### src/rtl/perf_exit_monitor_pkg.sv
// Shared register map, STATUS bit positions and types for the performance/exit monitor.
package pkg_perfmon;

  localparam logic [7:0] OFS_CTRL     = 8'h00;
  localparam logic [7:0] OFS_EXIT     = 8'h04;
  localparam logic [7:0] OFS_STATUS   = 8'h08;
  localparam logic [7:0] OFS_CYCLE_LO = 8'h10;
  localparam logic [7:0] OFS_CYCLE_HI = 8'h14;
  localparam logic [7:0] OFS_EVT_BASE = 8'h20;

  localparam int STATUS_EXIT_BIT    = 0;
  localparam int STATUS_OVF_BASE    = 1;
  localparam int STATUS_CYC_OVF_BIT = 17;

  typedef enum logic {IDLE, RESP} perf_state_e;

  typedef logic [63:0] cnt_t;

endpackage

### src/rtl/perf_exit_monitor_counter.sv
// Free-running counter with enable, increment strobe and priority clear.
// ovf_o flags the cycle in which an increment wraps the counter back to zero.
module perf_counter #(
  parameter int CntWidth = 64
) (
  input  logic                clk_i,
  input  logic                rst_ni,
  input  logic                inc_i,
  input  logic                en_i,
  input  logic                clr_i,
  output logic [CntWidth-1:0] cnt_o,
  output logic                ovf_o
);

  logic [CntWidth-1:0] cnt_reg;

  always_ff @(posedge clk_i or negedge rst_ni) begin
    if (!rst_ni) begin
      cnt_reg <= '0;
    end else if (clr_i) begin
      cnt_reg <= '0;
    end else if (en_i && inc_i) begin
      cnt_reg <= cnt_reg + CntWidth'(1);
    end
  end

  assign cnt_o = cnt_reg;
  assign ovf_o = en_i & inc_i & ~clr_i & (&cnt_reg);

endmodule

### src/rtl/perf_exit_monitor.sv
// Simulation-control / performance-monitor peripheral: cycle and event counters,
// sticky exit flag with code, atomic 64-bit reads through a LO-captured shadow.
module perf_exit_monitor
  import pkg_perfmon::*;
#(
  parameter int                DWidth       = 32,
  parameter logic [DWidth-1:0] BaseAddr     = 32'h0200_0000,
  parameter int                NumCh        = 4,
  parameter int                CntWidth     = 64,
  parameter bit                FreezeOnExit = 1'b1
) (
  input  logic              clk_i,
  input  logic              rst_ni,
  input  logic              req_i,
  input  logic              write_i,
  input  logic [DWidth-1:0] addr_i,
  input  logic [DWidth-1:0] wdata_i,
  output logic              ready_o,
  output logic [DWidth-1:0] rdata_o,
  output logic              sel_o,
  input  logic [NumCh-1:0]  event_i,
  output logic              exit_o,
  output logic [DWidth-1:0] exit_code_o
);

  perf_state_e       state_reg, state_next;
  logic [DWidth-1:0] rel_addr, exit_code_reg, rdata_reg, rd_value;
  logic [7:0]        offset;
  logic [4:0]        evt_k, cnt_id, tag_id_reg;
  logic [31:0]       shadow_reg, status_word;
  logic [NumCh-1:0]  ovf_evt_reg, evt_wrap;
  logic              access, enable_reg, clr_reg, exit_reg, count_en;
  logic              ovf_cyc_reg, cyc_wrap, tag_valid_reg;
  logic              cnt_hit, is_hi, tag_match;
  logic              wr_ctrl, wr_exit, wr_status;
  logic [CntWidth-1:0] cycle_cnt;
  cnt_t              cnt_all [NumCh+1];
  cnt_t              cnt_sel;

  // Window decode; id 0 is the cycle counter, id 1+k is event channel k.
  assign rel_addr = addr_i - BaseAddr;
  assign sel_o    = (rel_addr < DWidth'(256));
  assign offset   = rel_addr[7:0];
  assign evt_k    = offset[7:3] - 5'd4;
  assign is_hi    = offset[2];
  assign access   = (state_reg == IDLE) & req_i & sel_o;

  always_comb begin
    cnt_hit = 1'b0;
    cnt_id  = '0;
    if (offset[1:0] == 2'b00) begin
      if (offset[7:3] == OFS_CYCLE_LO[7:3]) begin
        cnt_hit = 1'b1;
      end else if (offset >= OFS_EVT_BASE && evt_k < 5'(NumCh)) begin
        cnt_hit = 1'b1;
        cnt_id  = evt_k + 5'd1;
      end
    end
  end

  always_comb begin
    cnt_sel = '0;
    for (int i = 0; i <= NumCh; i++) begin
      if (cnt_id == 5'(i)) cnt_sel = cnt_all[i];
    end
  end

  assign tag_match = tag_valid_reg && (tag_id_reg == cnt_id);

  always_comb begin
    status_word                     = '0;
    status_word[STATUS_EXIT_BIT]    = exit_reg;
    status_word[STATUS_CYC_OVF_BIT] = ovf_cyc_reg;
    for (int k = 0; k < NumCh; k++) status_word[STATUS_OVF_BASE+k] = ovf_evt_reg[k];
  end

  always_comb begin
    rd_value = '0;
    if (cnt_hit) begin
      if (is_hi) rd_value = DWidth'(tag_match ? shadow_reg : cnt_sel[63:32]);
      else       rd_value = DWidth'(cnt_sel[31:0]);
    end else begin
      case (offset)
        OFS_CTRL:   rd_value = DWidth'(enable_reg);
        OFS_EXIT:   rd_value = exit_code_reg;
        OFS_STATUS: rd_value = DWidth'(status_word);
        default:    rd_value = '0;
      endcase
    end
  end

  assign wr_ctrl   = access & write_i & (offset == OFS_CTRL);
  assign wr_exit   = access & write_i & (offset == OFS_EXIT);
  assign wr_status = access & write_i & (offset == OFS_STATUS);

  // Clear is a one-cycle pulse issued the cycle after the CTRL write; overflow set beats W1C.
  always_ff @(posedge clk_i or negedge rst_ni) begin
    if (!rst_ni) begin
      rdata_reg     <= '0;
      enable_reg    <= 1'b0;
      clr_reg       <= 1'b0;
      exit_reg      <= 1'b0;
      exit_code_reg <= '0;
      ovf_evt_reg   <= '0;
      ovf_cyc_reg   <= 1'b0;
      shadow_reg    <= '0;
      tag_valid_reg <= 1'b0;
      tag_id_reg    <= '0;
    end else begin
      clr_reg <= wr_ctrl & wdata_i[1];
      if (wr_ctrl) enable_reg <= wdata_i[0];
      if (wr_exit) begin
        exit_reg      <= 1'b1;
        exit_code_reg <= wdata_i;
      end
      if (access) rdata_reg <= write_i ? '0 : rd_value;
      if (access && !write_i && cnt_hit) begin
        if (!is_hi) begin
          shadow_reg    <= cnt_sel[63:32];
          tag_valid_reg <= 1'b1;
          tag_id_reg    <= cnt_id;
        end else if (tag_match) begin
          tag_valid_reg <= 1'b0;
        end
      end
      for (int k = 0; k < NumCh; k++) begin
        ovf_evt_reg[k] <= (ovf_evt_reg[k] & ~(wr_status & wdata_i[STATUS_OVF_BASE+k])) | evt_wrap[k];
      end
      ovf_cyc_reg <= (ovf_cyc_reg & ~(wr_status & wdata_i[STATUS_CYC_OVF_BIT])) | cyc_wrap;
    end
  end

  assign count_en    = enable_reg & ~(FreezeOnExit & exit_reg);
  assign exit_o      = exit_reg;
  assign exit_code_o = exit_code_reg;

  perf_counter #(.CntWidth(CntWidth)) u_cycle (
    .clk_i  (clk_i),
    .rst_ni (rst_ni),
    .inc_i  (1'b1),
    .en_i   (count_en),
    .clr_i  (clr_reg),
    .cnt_o  (cycle_cnt),
    .ovf_o  (cyc_wrap)
  );
  assign cnt_all[0] = cnt_t'(cycle_cnt);

  generate
    for (genvar gi = 0; gi < NumCh; gi++) begin : gen_evt
      logic [CntWidth-1:0] evt_cnt;
      perf_counter #(.CntWidth(CntWidth)) u_evt (
        .clk_i  (clk_i),
        .rst_ni (rst_ni),
        .inc_i  (event_i[gi]),
        .en_i   (count_en),
        .clr_i  (clr_reg),
        .cnt_o  (evt_cnt),
        .ovf_o  (evt_wrap[gi])
      );
      assign cnt_all[gi+1] = cnt_t'(evt_cnt);
    end
  endgenerate

  always_ff @(posedge clk_i or negedge rst_ni) begin
    if (!rst_ni) state_reg <= IDLE;
    else         state_reg <= state_next;
  end

  always_comb begin
    state_next = state_reg;
    case (state_reg)
      IDLE:    if (req_i && sel_o) state_next = RESP;
      RESP:    state_next = IDLE;
      default: state_next = IDLE;
    endcase
  end

  always_comb begin
    ready_o = (state_reg == RESP);
    rdata_o = ready_o ? rdata_reg : '0;
  end

endmodule

### config.mk
export PLATFORM = sky130hd
export DESIGN_NAME = perf_exit_monitor
export DESIGN_NICKNAME = d
export VERILOG_FILES = /design/src/rtl/perf_exit_monitor_pkg.sv /design/src/rtl/perf_exit_monitor_counter.sv /design/src/rtl/perf_exit_monitor.sv
export SDC_FILE = /design/constraint.sdc
export NUM_CORES = 1
export LEC_CHECK = 0
export CAP_MARGIN = 10
export CORE_AREA = 2 2 243 269
export CTS_BUF_LIST = sky130_fd_sc_hd__clkbuf_4 sky130_fd_sc_hd__clkbuf_8
export CTS_CLUSTER_SIZE = 28
export DETAILED_ROUTE_END_ITERATION = 10
export DIE_AREA = 0 0 245 271
export SLEW_MARGIN = 20
export SYNTH_ARGS = -nofsm -noshare
export SYNTH_HDL_FRONTEND = slang
export SYNTH_HIERARCHICAL = 1
export SYNTH_SLANG_ARGS = --single-unit
### constraint.sdc
create_clock -name clk_i -period 4.51 [get_ports clk_i]
set_clock_uncertainty 0.2 [all_clocks]
set_input_delay 0.451 -clock clk_i [delete_from_list [all_inputs] [get_ports clk_i]]
set_output_delay 0.451 -clock clk_i [all_outputs]
set_load 0.02 [all_outputs]
==> metrics.md <==
| Metric | Value |
|---|---|
| Power density over cell area | 279 mW/mm^2 |
| Setup TNS | 0 ps |
| First-pass GRT wire length | 144000 um |
| Pre-antenna DRT Iters | 6 |
| Status | finished clean |
| Pin count of the biggest net entering global routing | 134 |
| Endpoint, Worst Hold | exit_code_o[13]$_DFFE_PN0P_ |
| Beginning of the critical path | addr_i[3] |
| Max H-tree Level | 3 |
| Tot Pwr | 8.18 mW |
| Static leakage | 12.0 nW |
| Fraction of layout cells with a size suffix above 1 | 0.125 |
| Top achievable clock speed | 270 MHz |
| Post-CTS setup buffers | 0 |
| Final #Nets | 2946 |
| CP Class | in -> reg |
| Depth of the most critical reg-to-reg path | 7 |
| Number of max-cap violations | 0 |
| Mean number of vias per cell | 6.33 |
| Number of cell rows | 97 |
| Most common library cells after synthesis | 431 x sky130_fd_sc_hd__dfrtp_1, 242 x sky130_fd_sc_hd__nor2_1, 229 x sky130_fd_sc_hd__nand2_1 |
| Longest Clk Path Bufs | 3 |
| GR Overflow Total | 0 |
| Synthesized area | 0.0252 mm^2 |
| Die Y | 271 um |
| Worst hold path startpoint | wdata_i[13] |
| Cell taking the most area after synthesis | sky130_fd_sc_hd__dfrtp_1 |
| Number of remaining DRC errors | 0 |
| Boundary Pins | 139 |
| Synthesized area per cell | 9.26 um^2 |
| Number of flip-flops in the largest register | 256 |
| Placed wire-length estimate | 70600 um |
| Worst reg2reg setup slack | 1160 ps |
| Placer's final routability congestion estimate | 0.938 |
| Final max-slew violation count | 0 |
| Number of resized instances in the post-cts repair step | 0 |
| Share of the synthesized area in the top cell type | 0.429 |
| Global Route Usage Sum | 0.282 |
| Chip width | 245 um |
| Number of distinct library cells after synthesis | 67 |
| Root buffer cell | sky130_fd_sc_hd__clkbuf_8 |
| Area Overhead vs Synth | 16.4% |
| Die area | 0.0664 mm^2 |
| Worst supply voltage drop on vdd | 0.000185 V |
| Most numerous cell in the Yosys netlist | sky130_fd_sc_hd__dfrtp_1 |
| Tcrit/Tclk final | 0.822 |
| FF-to-FF End | gen_evt[2].u_evt/cnt_o[39]$_DFFE_PN0P_ |
| Share of synthesized registers carrying an async set or reset | 1.00 |
| Number of nets with antenna violations after detailed routing | 0 |
| Count of input and output buffers | 138 |
| Routed WL | 95000 um |
| TritonCTS Sinks | 431 |
| TritonCTS clock tree | built |
| Data required time at the worst endpoint | 4920 ps |
| Final setup slack of the worst path | 803 ps |
| Area of all sequential standard cells | 0.0108 mm^2 |
| Data arrival time of the critical path | 4120 ps |
| Core Box Area | 0.0635 mm^2 |
| Number of global-route vias before repair | 22.8k |
| Worst slew slack as a fraction of its limit | 0.231 |
| Sequential-to-total area share from yosys stat | 0.429 |
| Detail-routed net length per standard cell | 25.2 um |
| Number of enable flip-flop cells after synthesis | 0 |
| Reg-to-reg startpoint | exit_o$_DFFE_PN0P_ |
| Path type of the worst min-delay path | in -> reg |
| Setup repair after global routing missed its margin | no |
| Area contributors post-synth | sky130_fd_sc_hd__dfrtp_1 43%, sky130_fd_sc_hd__a21oi_1 3.7%, sky130_fd_sc_hd__nor2_1 3.6% |
| Minimum period implied by the final worst setup slack | 3710 ps |
| Antenna violations before repair | 8 |
| Main synth FF type | sky130_fd_sc_hd__dfrtp_1 |
| Transition time at the pin with the least slew margin | 1150 ps |
| Initial core utilization | 0.396 |
| Highest fanout seen on the critical path | 51 |
| Warnings, synthesis | 6 |
| DP Worst Slack | 224 ps |
| Number of endpoints with negative hold slack in the final report | 0 |
| Via count | 23.8k |
| Worst hold path cell count | 2 |
| Count of final setup violators | 0 |
| Post-synthesis sequential element count | 431 |
| CTS Buf Count | 78 |
| Kind of start point of the critical path | primary input |
| Fillers | 5979 |
| Synth Instances | 2718 |
| Worst-path clk slew | 60 ps |
| Crit path capture type | register |
| Drt initial violations | 2883 |
| Multi-input gate area in the final layout | 0.0136 mm^2 |
| Insertion delay of the later-clocked pin in the worst-skew pair | 690 ps |
final cells by class:
type	count	share of cell area
well taps	841	0.0359
diodes	5	0.000427
multi-input cells	2095	0.464
flip-flops and latches	431	0.369
clock inverters	6	0.00137
repair buffers	198	0.0674
clock buffers	130	0.0553
inverters	59	0.00756
per-stage QoR:
step	cells	util	hold slack [ps]	area, um^2
global route	3761	0.461	187	29300
finish	3765	0.461	187	29300
floorplan	2721	-	-44.6	25200
CTS	3760	0.461	154	29300
detailed placement	3623	0.435	263	27600
global placement	3623	0.435	256	27600
routing by layer:
metal / global-route usage / part of all wire / up-vias
li1: - / - / 10499
met1: 0.362 / 0.40 / 11921
met2: 0.446 / 0.46 / 1208
met3: 0.0586 / 0.085 / 205
met4: 0.153 / 0.055 / 6
met5: 0 / 0.00043 / -
worst max-delay path by stage:
stage                                           end
after floorplan           rdata_reg[29]$_DFFE_PN0N_
after global placement     rdata_reg[5]$_DFFE_PN0N_
after detailed placement   rdata_reg[5]$_DFFE_PN0N_
after global routing       rdata_reg[0]$_DFFE_PN0N_
after CTS                  rdata_reg[5]$_DFFE_PN0N_
final                      rdata_reg[5]$_DFFE_PN0N_
cell usage in the layout, fill, tap and decap left out, drive strengths merged, types with 11 or more instances in the layout:
cell and instances:
nand3 168, and4 26, or2 11, xnor2 62
o31ai 56, or4 71, nand4 126, or3 97
and2 46, nor2b 14, xor2 97, nand2 234
and3 12, o22ai 31, ha 11, inv 61
nor3 44, nor2 242, o2111ai 21, mux2 68
a21oi 185, buf 61, o21ai 141, nor4 67
clkbuf 130, nand2b 15, clkdlybuf4s50 136, a32oi 26
nand3b 27, a221o 25, a22oi 94, a221oi 12
dfrtp 431
what timing repair did:
item                                    4_1_cts  5_1_grt
endpoints found under the setup margin        0        0
hold endpoints to repair                     91        0
hold buffers                                  1        0
worst max-delay path, cell delays in order:
cell and delay, ps:
sky130_fd_sc_hd__clkdlybuf4s50_1 450, sky130_fd_sc_hd__buf_4 220, sky130_fd_sc_hd__ha_1 300, sky130_fd_sc_hd__buf_4 200, sky130_fd_sc_hd__or3_1 400, sky130_fd_sc_hd__a211oi_4 530
sky130_fd_sc_hd__buf_12 340, sky130_fd_sc_hd__nand2_1 110, sky130_fd_sc_hd__a32oi_1 680, sky130_fd_sc_hd__a221o_1 230, sky130_fd_sc_hd__o2111ai_1 110, sky130_fd_sc_hd__nand2_1 90
power breakdown:
part | internal (mW) | switching, mW
combinational | 0.109 | 0.210
clock | 2.25 | 1.74
sequential | 3.87 | 0.0000000183
logic make-up after synthesis:
group,count (synthesis),synth area share
compound gates,632,0.163
xor+xnor,159,0.0554
mux,69,0.0308
buf+inv,195,0.0353
other cells,1,0.000149
flops,431,0.429
fa+ha+maj,11,0.00547
simple gates,1220,0.282
(Power assumes the default switching activity.)
